===== src/rtl/btn_pkg.sv =====
// -----------------------------------------------------------------------------
// btn_pkg
// Shared constants and types for the button conditioner.
//   NUM_BTN              number of button channels handled by btn_conditioner
//   DEBOUNCE_CYCLES_DEF  default stable-cycle count before a level is accepted
//   REPEAT_DELAY_DEF     default hold cycles from press pulse to first repeat
//   REPEAT_PERIOD_DEF    default cycles between later repeat pulses
//   hold_phase_t         auto-repeat phase (waiting for first repeat / periodic)
//   cnt_width()          counter width: $clog2 of the largest count plus one
// -----------------------------------------------------------------------------
package btn_pkg;

    localparam int NUM_BTN             = 3;
    localparam int DEBOUNCE_CYCLES_DEF = 1_000_000;
    localparam int REPEAT_DELAY_DEF    = 50_000_000;
    localparam int REPEAT_PERIOD_DEF   = 10_000_000;

    typedef enum logic {
        HOLD_DELAY  = 1'b0,
        HOLD_PERIOD = 1'b1
    } hold_phase_t;

    // One width shared by the debounce and hold counters so a single
    // parameter set sizes everything.
    function automatic int cnt_width(input int a, input int b, input int c);
        int m;
        m = a;
        if (b > m) m = b;
        if (c > m) m = c;
        return $clog2(m) + 1;
    endfunction

endpackage


===== src/rtl/btn_debounce.sv =====
// -----------------------------------------------------------------------------
// btn_debounce
// One button channel: 2-flop synchronizer, mismatch-counter debounce,
// registered press/release pulses and optional auto-repeat.
// Auto-repeat is compiled in only when the macro BTN_REPEAT_EN is defined.
//   clk        rising-edge clock
//   reset_n    synchronous active-low reset
//   btn        raw asynchronous button, active-high
//   btn_pedge  one-cycle pulse on debounced press (and on each repeat)
//   btn_nedge  one-cycle pulse on debounced release
//   btn_level  debounced button level
// -----------------------------------------------------------------------------
module btn_debounce
    import btn_pkg::*;
#(
    parameter int DEBOUNCE_CYCLES = DEBOUNCE_CYCLES_DEF,
    parameter int REPEAT_DELAY    = REPEAT_DELAY_DEF,
    parameter int REPEAT_PERIOD   = REPEAT_PERIOD_DEF
) (
    input  logic clk,
    input  logic reset_n,
    input  logic btn,
    output logic btn_pedge,
    output logic btn_nedge,
    output logic btn_level
);

    localparam int CNT_W = cnt_width(DEBOUNCE_CYCLES, REPEAT_DELAY, REPEAT_PERIOD);
    localparam logic [CNT_W-1:0] CNT_ONE = CNT_W'(1);
    localparam logic [CNT_W-1:0] DB_LAST = CNT_W'(DEBOUNCE_CYCLES - 1);

    logic             sync1_reg;
    logic             sync2_reg;
    logic [CNT_W-1:0] db_cnt_reg;
    logic [CNT_W-1:0] db_cnt_next;
    logic             level_reg;
    logic             pedge_reg;
    logic             pedge_next;
    logic             nedge_reg;

    logic mismatch;
    logic db_done;
    logic rise;
    logic fall;
    logic repeat_fire;

    // The counter holds the number of consecutive mismatching samples seen
    // so far; the DEBOUNCE_CYCLES-th mismatching sample flips the level.
    assign mismatch = sync2_reg ^ level_reg;
    assign db_done  = mismatch && (db_cnt_reg == DB_LAST);
    assign rise     = db_done && !level_reg;
    assign fall     = db_done && level_reg;

    always_comb begin
        db_cnt_next = db_cnt_reg;
        if (!mismatch || db_done) begin
            db_cnt_next = '0;
        end else begin
            db_cnt_next = db_cnt_reg + CNT_ONE;
        end
    end

    always_comb begin
        pedge_next = rise || repeat_fire;
    end

    always_ff @(posedge clk) begin
        if (!reset_n) begin
            sync1_reg  <= 1'b0;
            sync2_reg  <= 1'b0;
            db_cnt_reg <= '0;
            level_reg  <= 1'b0;
            pedge_reg  <= 1'b0;
            nedge_reg  <= 1'b0;
        end else begin
            sync1_reg  <= btn;
            sync2_reg  <= sync1_reg;
            db_cnt_reg <= db_cnt_next;
            if (db_done) begin
                level_reg <= ~level_reg;
            end
            pedge_reg  <= pedge_next;
            nedge_reg  <= fall;
        end
    end

`ifdef BTN_REPEAT_EN
    localparam logic [CNT_W-1:0] RD_LAST = CNT_W'(REPEAT_DELAY - 1);
    localparam logic [CNT_W-1:0] RP_LAST = CNT_W'(REPEAT_PERIOD - 1);

    logic [CNT_W-1:0] hold_cnt_reg;
    logic [CNT_W-1:0] hold_cnt_next;
    hold_phase_t      phase_reg;
    hold_phase_t      phase_next;
    logic [CNT_W-1:0] hold_target;
    logic             hold_hit;

    // The hold counter starts from 0 on the press edge, so a hit on the
    // value N-1 lands the repeat pulse exactly N cycles after the previous
    // pulse. A release edge wins over a coincident repeat so pedge and nedge
    // never assert together.
    assign hold_target = (phase_reg == HOLD_DELAY) ? RD_LAST : RP_LAST;
    assign hold_hit    = (hold_cnt_reg == hold_target);
    assign repeat_fire = level_reg && !fall && hold_hit;

    always_comb begin
        hold_cnt_next = hold_cnt_reg;
        phase_next    = phase_reg;
        if (!level_reg || fall) begin
            hold_cnt_next = '0;
            phase_next    = HOLD_DELAY;
        end else if (hold_hit) begin
            hold_cnt_next = '0;
            phase_next    = HOLD_PERIOD;
        end else begin
            hold_cnt_next = hold_cnt_reg + CNT_ONE;
        end
    end

    always_ff @(posedge clk) begin
        if (!reset_n) begin
            hold_cnt_reg <= '0;
            phase_reg    <= HOLD_DELAY;
        end else begin
            hold_cnt_reg <= hold_cnt_next;
            phase_reg    <= phase_next;
        end
    end
`else
    assign repeat_fire = 1'b0;
`endif

    assign btn_pedge = pedge_reg;
    assign btn_nedge = nedge_reg;
    assign btn_level = level_reg;

endmodule


===== src/rtl/btn_conditioner.sv =====
// -----------------------------------------------------------------------------
// btn_conditioner
// Debounces NUM_BTN raw buttons and produces per-channel press/release
// pulses plus the debounced level. Define BTN_REPEAT_EN to add auto-repeat
// press pulses while a button is held.
//   clk        rising-edge clock
//   reset_n    synchronous active-low reset
//   btn        raw asynchronous buttons, active-high
//   btn_pedge  one-cycle press pulses (feeds the stopwatch btn_pedge input)
//   btn_nedge  one-cycle release pulses
//   btn_level  debounced button levels
// -----------------------------------------------------------------------------
module btn_conditioner
    import btn_pkg::*;
#(
    parameter int DEBOUNCE_CYCLES = DEBOUNCE_CYCLES_DEF,
    parameter int REPEAT_DELAY    = REPEAT_DELAY_DEF,
    parameter int REPEAT_PERIOD   = REPEAT_PERIOD_DEF
) (
    input  logic               clk,
    input  logic               reset_n,
    input  logic [NUM_BTN-1:0] btn,
    output logic [NUM_BTN-1:0] btn_pedge,
    output logic [NUM_BTN-1:0] btn_nedge,
    output logic [NUM_BTN-1:0] btn_level
);

    generate
        for (genvar gi = 0; gi < NUM_BTN; gi++) begin : g_chan
            btn_debounce #(
                .DEBOUNCE_CYCLES (DEBOUNCE_CYCLES),
                .REPEAT_DELAY    (REPEAT_DELAY),
                .REPEAT_PERIOD   (REPEAT_PERIOD)
            ) u_chan (
                .clk       (clk),
                .reset_n   (reset_n),
                .btn       (btn[gi]),
                .btn_pedge (btn_pedge[gi]),
                .btn_nedge (btn_nedge[gi]),
                .btn_level (btn_level[gi])
            );
        end
    endgenerate

endmodule


===== config.mk =====
export PLATFORM = sky130hd
export DESIGN_NAME = btn_conditioner
export DESIGN_NICKNAME = d
export VERILOG_FILES = /design/src/rtl/btn_pkg.sv /design/src/rtl/btn_debounce.sv /design/src/rtl/btn_conditioner.sv
export SDC_FILE = /design/constraint.sdc
export NUM_CORES = 1
export LEC_CHECK = 0
export ABC_CLOCK_PERIOD_IN_PS = 2500
export CORE_MARGIN = 5
export CORE_UTILIZATION = 50
export CTS_CLUSTER_SIZE = 40
export DETAILED_ROUTE_END_ITERATION = 12
export PLACE_DENSITY = 0.77
export SYNTH_ARGS = -nofsm -noshare
export SYNTH_HDL_FRONTEND = slang
export SYNTH_SLANG_ARGS = --single-unit

===== constraint.sdc =====
create_clock -name clk -period 2.5 [get_ports clk]
set_input_delay 0.75 -clock clk [delete_from_list [all_inputs] [get_ports clk]]
set_output_delay 0.75 -clock clk [all_outputs]
set_load 0.05 [all_outputs]

* Yosys cells after proc, flatten, opt, wreduce, memory -nomap -nowiden
Cells that the tools add are included.
Operators by class: add/subtract/negate cells 3, equal/unequal tests 3, bitwise operators 7, reduce and logical (&&, ||, !) cells 21
Operator list (count):
- 27-bit by 1-bit adder with 27-bit output, second input constant | 3
- 27-bit by 20-bit equality test with 1-bit output, second input constant | 3
- 1-bit logical AND | 9
- 1-bit zero test | 6
- 2-bit OR reduction | 3
- 1-bit inverter | 4
- 1-bit logical OR | 3
- 1-bit bitwise XOR | 3
Word-level totals: bits in registers 96, input port bits 5, output and inout port bits 9, word-level logic and storage cells 52

* Logic depth before layout (Yosys ltp)
Gate-level depths: netlist of run 1.
depth in word-level cells 4, depth in mapped cells 6, depth with buffers taken out 5

* Hierarchy
A second synthesis of run 1 with hierarchy kept.
Second synthesis, totals: cell total of the unflattened synthesis 504, area, all modules 4553.1 um2
Modules (own cells, without submodules):
- btn_debounce | instances 3, cells an instance 168, area each 1517.7 um2, sequential area each 640.6 um2

* Least setup slack after synthesis of run 1
No wires, ideal clock.
kind flip-flop to flip-flop, from reg g_chan[2].u_chan.db_cnt_reg[23], to reg g_chan[2].u_chan.db_cnt_reg[25], library setup time 125 ps, data arrival time 1934 ps, path slack 441 ps, cell stages (with the launch flop) 6, path buffers 1, path through dfxtp_1 > or4_1 > or4_4 > o31ai_4 > buf_6 > a21oi_1
On the way: cells in the longest elaborated chain, start to end 4, elaborated cells between the ends (all ways) 5
Ends and longest elaborated chain:
- start, declared | RTL line btn_debounce.sv:34 | logic [CNT_W-1:0] db_cnt_reg;
- start signal, assigned | RTL line btn_debounce.sv:78 | db_cnt_reg <= db_cnt_next;
- parallel branches: the longest is 4 deep, another holds 27-bit by 1-bit adder with 27-bit output
Several ways; the timed one is not identified. A chain may end at the register's enable or synchronous reset.

* Worst setup path in the final report of run 1
from reg g_chan[0].u_chan.level_reg, to out btn_level[0]
RTL lines:
- start, declared | RTL line btn_debounce.sv:36 | logic level_reg;
- start signal, assigned | RTL line btn_debounce.sv:80 | level_reg <= ~level_reg;
- end, declared | RTL line btn_conditioner.sv:25 | output logic [NUM_BTN-1:0] btn_level
No word-level cell between the ends.

==> results of run 1 <==
[cell families (layout without fill, tap and decap cells)]
family                   after synthesis  count (layout)  share of synthesized area [%]
AO/OA/AOI/OAI                         74              74                           10.2
XOR/XNOR                              45              45                           9.23
adder cells (fa/ha/maj)                3               3                          0.880
buffers and inverters                 40              53                           4.69
flip-flops                            96              96                           45.0
AND/OR/NAND/NOR                      237             237                           30.0
[per-layer routing]
layer  wire length, µm  vias up
met5                 0        -
met4                77        0
met3               290        7
met2              4010       50
met1              3950     1696
li1                  -     1791
[worst paths after layout]
| path | startpoint | slack, ns | end |
|---|---|---|---|
| setup / recovery | g_chan[0].u_chan.btn_level | 0.13 | btn_level[0] |
| hold reg to reg | g_chan[0].u_chan.sync1_reg | 0.44 | g_chan[0].u_chan.sync2_reg |
| setup reg to reg | g_chan[0].u_chan.db_cnt_reg[0] | 0.21 | g_chan[0].u_chan.db_cnt_reg[26] |
| hold / removal | g_chan[0].u_chan.sync1_reg | 0.44 | g_chan[0].u_chan.sync2_reg |
[stage by stage]
stage               std cells  util [%]  total power [mW]  setup WS [ns]  hold WS [ns]
finish                    613      56.2              2.53          0.129         0.437
global route              613      56.2              2.62         0.0305         0.455
CTS                       613      56.2              2.56          0.111         0.443
detailed placement        597      53.8              1.61          0.241         0.422
global placement          597      53.8              1.60          0.282         0.415
floorplan                 495         -              1.59          0.441         0.412
[power by group through the flow]
stage / combinational [mW] / clock [mW] / sequential, mW
floorplan: 0.0191 / 0 / 1.57
global placement: 0.0319 / 0 / 1.57
detailed placement: 0.0328 / 0 / 1.57
CTS: 0.0330 / 0.985 / 1.54
global route: 0.0368 / 1.04 / 1.54
finish: 0.0327 / 0.957 / 1.54
[cells in the final DEF (no fill, tap or decap), types with 17 or more instances in the layout]
cell / synthesis / routed
a21oi_1: 32 / 32
dfxtp_1: 96 / 96
inv_1: 17 / 17
nand2_1: 27 / 27
nand3_1: 28 / 28
nand4_1: 22 / 22
nor2_1: 55 / 55
o21ai_0: 26 / 26
or3_1: 25 / 25
xnor2_1: 33 / 33
[layout make-up]
class                           count  area (µm²)  area share, %
Multi-Input combinational cell    359        2150           46.3
Tap cell                          105         131           2.83
Clock buffer                       11         151           3.26
Inverter                           17        63.8           1.38
Clock inverter                      5        40.0          0.863
Timing Repair Buffer               20         183           3.94
Sequential cell                    96        1920           41.4
==> impl_results.md, run 1 <==
* Yosys cell types at 36
* CTS Buffer Depth at 2
* Number of vias per cell at 5.78
* Area growth syn-to-layout at 8.65%
* Clk_skew at 0.00981 ns
* Syn Std Cell Area at 4270 µm²
* Most frequent cell after synthesis: dfxtp_1
* Final Max Tran Viols at 0
* CP Data Arrival Time at 1.62 ns
* First-pass GRT wire length at 14500 µm
* Share of cells above drive strength 1 at 5.31%
* Port Buf Inserts at 13
* EDFF count, synth at 0
* Chip Width at 102 µm
* CTS tree: built
* Largest fanout on the critical path at 5
* Met2 Usage GRT at 28.7%
* Area leader, netlist: dfxtp_1
* Area share of the largest cell type after synthesis at 45.0%
* Post-DP HPWL at 5870 µm
* Final Critical Period at 2.37 ns
* Die height at 102 µm
* Yosys warning total at 0
* Hold Fails Final Rpt at 0
* Power share of the clock group at 37.9%
* Startpoint class of the critical path: flop
* Internal at 1.97 mW
* FFs w/ async S/R, synth at 0%
* P_leak at 1.29 nW
* CP Capture Type: output port
* Post-CTS setup buffers at 0
* Vias in the first global route at 3317
* Grt ovf at 0
* Worst path cell trace: clkdlybuf4s50_1
* Synth top cells by count: dfxtp_1 (96), nor2_1 (55), xnor2_1 (33), a21oi_1 (32), nand3_1 (28)
* Hold Path Stages at 1
* Synth area leaders: dfxtp_1 (45%), xnor2_1 (6.8%), nor2_1 (4.8%), a21oi_1 (3.8%), or3_1 (3.7%)
* Number of max-cap violations at 0
* Largest net degree at the start of global routing at 28
* Worst endpoint required time at 1.75 ns
* Post-route cell area at 4640 µm²
* Met3 Use GR at 3.14%
* Max FFs per register at 81
* Violation count after the first detailed-route iteration at 146
* GP Congestion at 0.817
* Placed inst area at 4450 µm²
* Slew Limit Headroom at 63.4%
* FP Rows at 33
* Final nets at 511
* Sw frac at 22.1%
* Seq pwr share at 60.8%
* Via count at 3544
* Core area at 8260 µm²
* Drt drc at 0
* Post-CTS sizing at 0
* Drt pass-1 iters at 4
* Initial Util at 51.7%
* Critical path depth in cells at 1
* Switching pwr at 0.558 mW
* Critical path class: reg -> out
* Total CTS buffers at 9
* Period Utilization, post-route at 94.9%
* CTS Hold Buffers Added at 0
* Full die area at 10500 µm²
* Syn Nets at 503
* Final setup violation count at 0
* VDD IR max at 0.237 mV
* Unrepaired setup endpoints after global routing: false
* H-tree Lvls at 3
* I/O Pins at 14
* Logic pwr share at 1.3%
* Max stage delay on crit path at 0.84 ns
* Top delay family on crit path: buffers and inverters
* Slew @ Worst Pin at 0.544 ns
* Antenna cells at 0
* Routed wire length at 8330 µm
* Gr usage total at 17.1%
* PwrDens at 545 nW/µm²
* Hold Crit Class: reg -> reg
* Max Clk Rate at 422 MHz
* Clk slew on worst S/H paths at 0.08 ns
* GR Layer Usage met1 at 21.7%
* Root Driver: clkbuf_8
* Slowest-stage cell, CP: clkdlybuf4s50_1
* Clk_lat worst skew at 0.35 ns
* Routed length per placed instance at 13.6 µm
* Clock sinks at 96
* Fill count at 746
* Worst path bufs/invs at 1
* Setup TNS at 0 ns
* Seq cells post-synth at 96
* Post-synth top flop: dfxtp_1
* Initial antenna violation count at 0
* Post-synthesis instance total at 495
* FF-to-FF path depth at 5
* Status: finished, final reports clean
* Sequential share of the synthesized area at 45.0%
* DRT antenna net count at 0
* Post-Syn Area per Cell at 8.62 µm²
* Most used routing layer in global routing: met2
Power figures use the tool's default switching activity.
==> run 2: changes to the inputs <==
- REMOVE_ABC_BUFFERS: default -> 1
- SLEW_MARGIN: default -> 20
==> run 2 against run 1 <==
Cell area grew 1.0%. Sequential power is essentially flat. Via count decreased by 0.51%. Die area did not move. Worst hold slack improved by 0.013 ns. Sequential share of layout area is 0.42 points lower. Combinational power grew 5%. First-iteration DRC count down 8.2%. Global-route usage is essentially flat. Utilization up 0.58 points. Wire length down 1.2%. Sequential cell count unchanged.
==> impl_results.md, run 2 (synthesis gave the netlist of run 1 again) <==
* Clk_skew at 0.00676 ns (-0.00306 ns)
* Slew @ Worst Pin at 0.944 ns (+0.400 ns)
* Clk_lat worst skew at 0.36 ns (about the same)
* Share of cells above drive strength 1 at 5.50% (+0.19 points)
* Top delay family on crit path: buffers and inverters
* Core area at 8260 µm² (unchanged)
* Die height at 102 µm (unchanged)
* Clk slew on worst S/H paths at 0.09 ns (about the same)
* Sw frac at 21.7% (-0.34 points)
* Leading cell type in the layout, fill and taps excluded: dfxtp_1
* Root Driver: clkbuf_8
* Largest fanout on the critical path at 5 (unchanged)
* FP Rows at 33 (unchanged)
* CP Data Arrival Time at 1.67 ns (+0.05 ns)
* Chip Width at 102 µm (unchanged)
* Violation count after the first detailed-route iteration at 134 (-8.2%)
* Reg2Reg Launch Point: g_chan[2].u_chan.db_cnt_reg[23]
* Worst path cell trace: clkdlybuf4s50_1
* Number of max-cap violations at 0 (unchanged)
* Vias in the first global route at 3307 (-0.30%)
* Internal at 2.04 mW (+3.7%)
* First-pass GRT wire length at 14600 µm (+0.14%)
* Slew Limit Headroom at 36.7% (-27 points)
* Seq pwr share at 58.9% (-1.9 points)
* Hold Path Stages at 1 (unchanged)
* Routed length per placed instance at 13.4 µm (-1.4%)
* Startpoint class of the critical path: flop
* Drt pass-1 iters at 4 (unchanged)
* Hold Fails Final Rpt at 0 (unchanged)
* Via count at 3526 (-0.51%)
* Status: finished, final reports clean
* VDD IR max at 0.251 mV (+5.8%)
* Hold Crit Class: reg -> reg
* Number of vias per cell at 5.74 (-0.67%)
* Hold path startpoint: g_chan[0].u_chan.sync1_reg
* Max Clk Rate at 413 MHz (-1.9%)
* Switching pwr at 0.567 mW (+1.6%)
* CTS tree: built
* Worst endpoint required time at 1.75 ns (about the same)
* Area growth syn-to-layout at 9.76%
* Power share of the clock group at 39.7% (+1.8 points)
* Final Critical Period at 2.42 ns (+0.0469 ns)
* Max FFs per register at 81 (unchanged)
* CTS Buffer Depth at 2 (unchanged)
* Worst path bufs/invs at 1 (unchanged)
* I/O Pins at 14 (unchanged)
* CP Capture Type: output port
* Total CTS buffers at 9 (unchanged)
* Max stage delay on crit path at 0.85 ns (about the same)
* Critical path class: reg -> out
* Drt drc at 0 (unchanged)
* Initial antenna violation count at 0 (unchanged)
* Antenna cells at 0 (unchanged)
* Post-DP HPWL at 5750 µm (-2.2%)
* H-tree Lvls at 3 (unchanged)
* DRT antenna net count at 0 (unchanged)
* Gr usage total at 17.1% (+0.036 points)
* Post-route cell area at 4680 µm² (+1.0%)
* CTS Hold Buffers Added at 0 (unchanged)
* Final setup violation count at 0 (unchanged)
* Commonest cells after routing, fill and taps aside: dfxtp_1 (96), nor2_1 (55), xnor2_1 (33), a21oi_1 (32), nand3_1 (28)
* Final Max Tran Viols at 0 (unchanged)
* Post-CTS setup buffers at 0 (unchanged)
* R2R setup slack at 0.18 ns (-0.03 ns)
* P_leak at 1.32 nW (+1.7%)
* Clock sinks at 96 (unchanged)
* Placed inst area at 4460 µm² (+0.28%)
* Initial Util at 51.7% (unchanged)
* Hold slack at 0.450 ns (+0.0132 ns)
* Worst flop-to-flop path endpoint: g_chan[2].u_chan.db_cnt_reg[3]
* Routed wire length at 8230 µm (-1.2%)
* Hold path endpoint: g_chan[0].u_chan.sync2_reg
* Slowest-stage cell, CP: clkdlybuf4s50_1
* Full die area at 10500 µm² (unchanged)
* Largest net degree at the start of global routing at 27 (-3.6%)
* Port Buf Inserts at 13 (unchanged)
* Final nets at 512 (+0.20%)
* Unrepaired setup endpoints after global routing: false
* Grt ovf at 0 (unchanged)
* Period Utilization, post-route at 96.7% (+1.9 points)
* GP Congestion at 0.801 (-1.9%)
* PwrDens at 557 nW/µm² (+2.2%)
* Logic pwr share at 1.3% (about the same)
* FF-to-FF path depth at 4 (-1)
[run 2: how the worst max path moves through the flow]
stage,start,cells past startpoint,slack [ns],endpoint
global placement,g_chan[2].u_chan.db_cnt_reg[23],4,0.04,g_chan[2].u_chan.db_cnt_reg[5]
CTS,g_chan[2].u_chan.btn_level,1,0.08,btn_level[2]
detailed placement,g_chan[2].u_chan.db_cnt_reg[23],4,-0.07,g_chan[2].u_chan.db_cnt_reg[3]
global route,g_chan[1].u_chan.db_cnt_reg[6],5,0.01,g_chan[1].u_chan.db_cnt_reg[20]
finish,g_chan[2].u_chan.btn_level,1,0.08,btn_level[2]
floorplan,g_chan[2].u_chan.db_cnt_reg[23],4,0.27,g_chan[2].u_chan.db_cnt_reg[10]
[run 2: power groups by stage]
stage / clock network (mW) / registers [mW] / logic (mW)
6_report: 1.04 / 1.54 / 0.0344
5_1_grt: 1.12 / 1.54 / 0.0379
3_5_place_dp: 0 / 1.57 / 0.0336
2_1_floorplan: 0 / 1.57 / 0.0150
4_1_cts: 1.06 / 1.54 / 0.0348
3_3_place_gp: 0 / 1.57 / 0.0326
[run 2: layout make-up]
type | instances | area [µm²]
clock buffer | 10 | 138
sequential | 96 | 1920
clock inverter | 6 | 67.6
fill | 747 | 3570
timing repair buffer | 20 | 195
multi-input combinational | 360 | 2170
tap | 105 | 131
inverter | 17 | 63.8
[run 2: metal layers]
metal | routed length, µm | vias to the layer above | global-route usage, %
met1 | 3910 | 1658 | 21.4
met2 | 3840 | 56 | 28.5
li1 | - | 1793 | -
met4 | 253 | 0 | 8.88
met5 | 0 | - | 0
met3 | 228 | 19 | 2.66
[run 2: repair_timing]
item | CTS | global route
endpoints found under the hold margin | 0 | 0
setup endpoints to repair | 27 | 0
resized for setup | 1 | 0
[run 2: worst register-to-register path, stage by stage (launching register included)]
cell and delay [ns]:
dfxtp_1 0.32, or4_1 0.54, or4_4 0.59, o31ai_4 0.60, nor2_1 0.12
[run 2: metrics by stage]
stage	utilization [%]	setup TNS [ns]	total power [mW]	worst slack (ns)	cells
finish	56.7	0	2.61	0.0816	614
floorplan	-	0	1.59	0.267	472
global placement	54.0	0	1.61	0.0395	597
detailed placement	54.0	-0.972	1.61	-0.0735	597
CTS	56.7	0	2.63	0.0847	614
global route	56.7	0	2.69	0.0111	614
==> run 3: changes to the inputs <==
- SETUP_SLACK_MARGIN: default -> 0.2
==> run 3 against run 2 <==
Utilization grew 0.64 points. Maximum frequency grew 9.0%. Worst hold slack gained 0.00060 ns. Cell count is 0.33% higher. Die area is the same. Wire length grew 1.4%. Non-clock buffer count grew 2. Sequential share of layout area decreased by 0.46 points. Register-to-register slack gained 0.18 ns. Cell area increased by 1.1%.
==> impl_results.md, run 3 (synthesis gave the netlist of run 1 again) <==
* Power share of the clock group at 39.6% (about the same)
* Number of max-cap violations at 0 (unchanged)
* Total power at 2.61 mW (about the same)
* PwrDens at 551 nW/µm² (-1.1%)
* Seq pwr share at 58.9% (about the same)
* Port Buf Inserts at 13 (unchanged)
* Violation count after the first detailed-route iteration at 158 (+18%)
* Switching pwr at 0.564 mW (-0.42%)
* FP Rows at 33 (unchanged)
* Logic pwr share at 1.5% (+0.2 points)
* Share of cells above drive strength 1 at 6.26% (+0.76 points)
* GP Congestion at 0.801 (unchanged)
* Final Max Tran Viols at 0 (unchanged)
* CTS tree: built
* Total CTS buffers at 9 (unchanged)
* Top delay family on crit path: buffers and inverters
* Post-DP HPWL at 5750 µm (unchanged)
* Hold slack at 0.451 ns (+0.000603 ns)
* CTS Hold Buffers Added at 0 (unchanged)
* Clk_skew at 0.00769 ns (+0.000931 ns)
* Drt pass-1 iters at 4 (unchanged)
* Vias in the first global route at 3336 (+0.88%)
* Slew @ Worst Pin at 0.587 ns (-0.357 ns)
* Commonest cells after routing, fill and taps aside: dfxtp_1 (96), nor2_1 (55), xnor2_1 (33), a21oi_1 (32), nand3_1 (28)
* Max Clk Rate at 451 MHz (+9.0%)
* Routed wire length at 8340 µm (+1.4%)
* CP Capture Type: output port
* Clk_lat worst skew at 0.36 ns (about the same)
* VDD IR max at 0.250 mV (-0.37%)
* Worst endpoint required time at 1.75 ns (about the same)
* Slew Limit Headroom at 60.9% (+24 points)
* Placed insts at 597 (unchanged)
* Post-route cell area at 4740 µm² (+1.1%)
* Antenna cells at 0 (unchanged)
* R2R setup slack at 0.36 ns (+0.18 ns)
* Period Utilization, post-route at 88.8% (-8.0 points)
* Critical path class: reg -> out
* Number of vias per cell at 5.79 (+0.86%)
* Leading cell type in the layout, fill and taps excluded: dfxtp_1
* Gr usage total at 17.3% (+0.13 points)
* Placed inst area at 4460 µm² (unchanged)
* Initial antenna violation count at 0 (unchanged)
* Worst path cell trace: clkdlybuf4s50_1
* CP Data Arrival Time at 1.47 ns (-0.20 ns)
* Drt drc at 0 (unchanged)
* Full die area at 10500 µm² (unchanged)
* Largest fanout on the critical path at 1 (-4)
* Largest net degree at the start of global routing at 27 (unchanged)
* Clock sinks at 96 (unchanged)
* Setup TNS at 0 ns (unchanged)
* Unrepaired setup endpoints after global routing: false
* DRT antenna net count at 0 (unchanged)
* Hold Crit Class: reg -> reg
* Core area at 8260 µm² (unchanged)
* H-tree Lvls at 3 (unchanged)
* Status: finished, final reports clean
* Max FFs per register at 81 (unchanged)
* Area growth syn-to-layout at 11.0%
* Internal at 2.04 mW (+0.16%)
* Root Driver: clkbuf_8
* Final Critical Period at 2.22 ns (-0.199 ns)
* Die height at 102 µm (unchanged)
* CTS Buffer Depth at 2 (unchanged)
* Slowest-stage cell, CP: clkdlybuf4s50_1
* I/O Pins at 14 (unchanged)
* Fin util at 57.4% (+0.64 points)
* Max stage delay on crit path at 0.79 ns (-0.06 ns)
* Sw frac at 21.6% (-0.099 points)
* P_leak at 1.36 nW (+3.0%)
* Final nets at 514 (+0.39%)
* Grt ovf at 0 (unchanged)
* First-pass GRT wire length at 14600 µm (+0.56%)
* Setup WS pre-CTS at -0.0735 ns (unchanged)
* Via count at 3568 (+1.2%)
* Worst path bufs/invs at 1 (unchanged)
* Routed length per placed instance at 13.5 µm (+1.1%)
* Final WS setup at 0.281 ns (+0.199 ns)
* Startpoint class of the critical path: flop
* Initial Util at 51.7% (unchanged)
* Chip Width at 102 µm (unchanged)
* Final setup violation count at 0 (unchanged)
* Clk slew on worst S/H paths at 0.09 ns (about the same)
* Fin cells at 616 (+0.33%)
* Hold Fails Final Rpt at 0 (unchanged)
==> run 3: changes by cell type in the layout (fill, tap and decap cells not counted) <==
cell             change
buf_12               +2
clkdlybuf4s50_1      -3
dlygate4sd2_1        +3
o31ai_2              -1
o31ai_4              +1
or4_1                -2
or4_4                +2
==> run 3: routing by layer <==
metal  share of wire, %  vias to the layer above  global-route usage (%)
met2                 47                       54                    28.7
met5                  0                        -                       0
met4                2.9                        0                    9.18
met3                3.1                       16                    2.66
met1                 47                     1694                    21.5
li1                   -                     1804                       -
==> run 3: layout make-up <==
type	instances	area (µm²)
fill	744	3520
multi-input combinational	360	2180
sequential	96	1920
timing repair buffer	22	231
clock buffer	10	138
tap	105	131
clock inverter	6	67.6
inverter	17	63.8
==> run 3: worst paths after layout <==
path,from,endpoint,cells after the start
min reg2reg,g_chan[0].u_chan.sync1_reg,g_chan[0].u_chan.sync2_reg,1
min,g_chan[0].u_chan.sync1_reg,g_chan[0].u_chan.sync2_reg,1
max reg2reg,g_chan[0].u_chan.db_cnt_reg[0],g_chan[0].u_chan.db_cnt_reg[26],5
max,g_chan[1].u_chan.btn_nedge,btn_nedge[1],1
==> run 3: power groups by stage <==
stage	combinational [mW]	clock [mW]	sequential (mW)
after floorplan	0.0150	0	1.57
after global placement	0.0326	0	1.57
after detailed placement	0.0336	0	1.57
after CTS	0.0367	1.06	1.54
after global routing	0.0421	1.12	1.54
final	0.0387	1.03	1.54
==> run 3: repair_timing <==
| item | CTS | global route |
|---|---|---|
| pin swaps | 1 | 1 |
| gates cloned | 1 | 0 |
| gates resized for setup | 4 | 3 |
| endpoints found under the setup margin | 30 | 39 |
| buffers inserted | 1 | 1 |
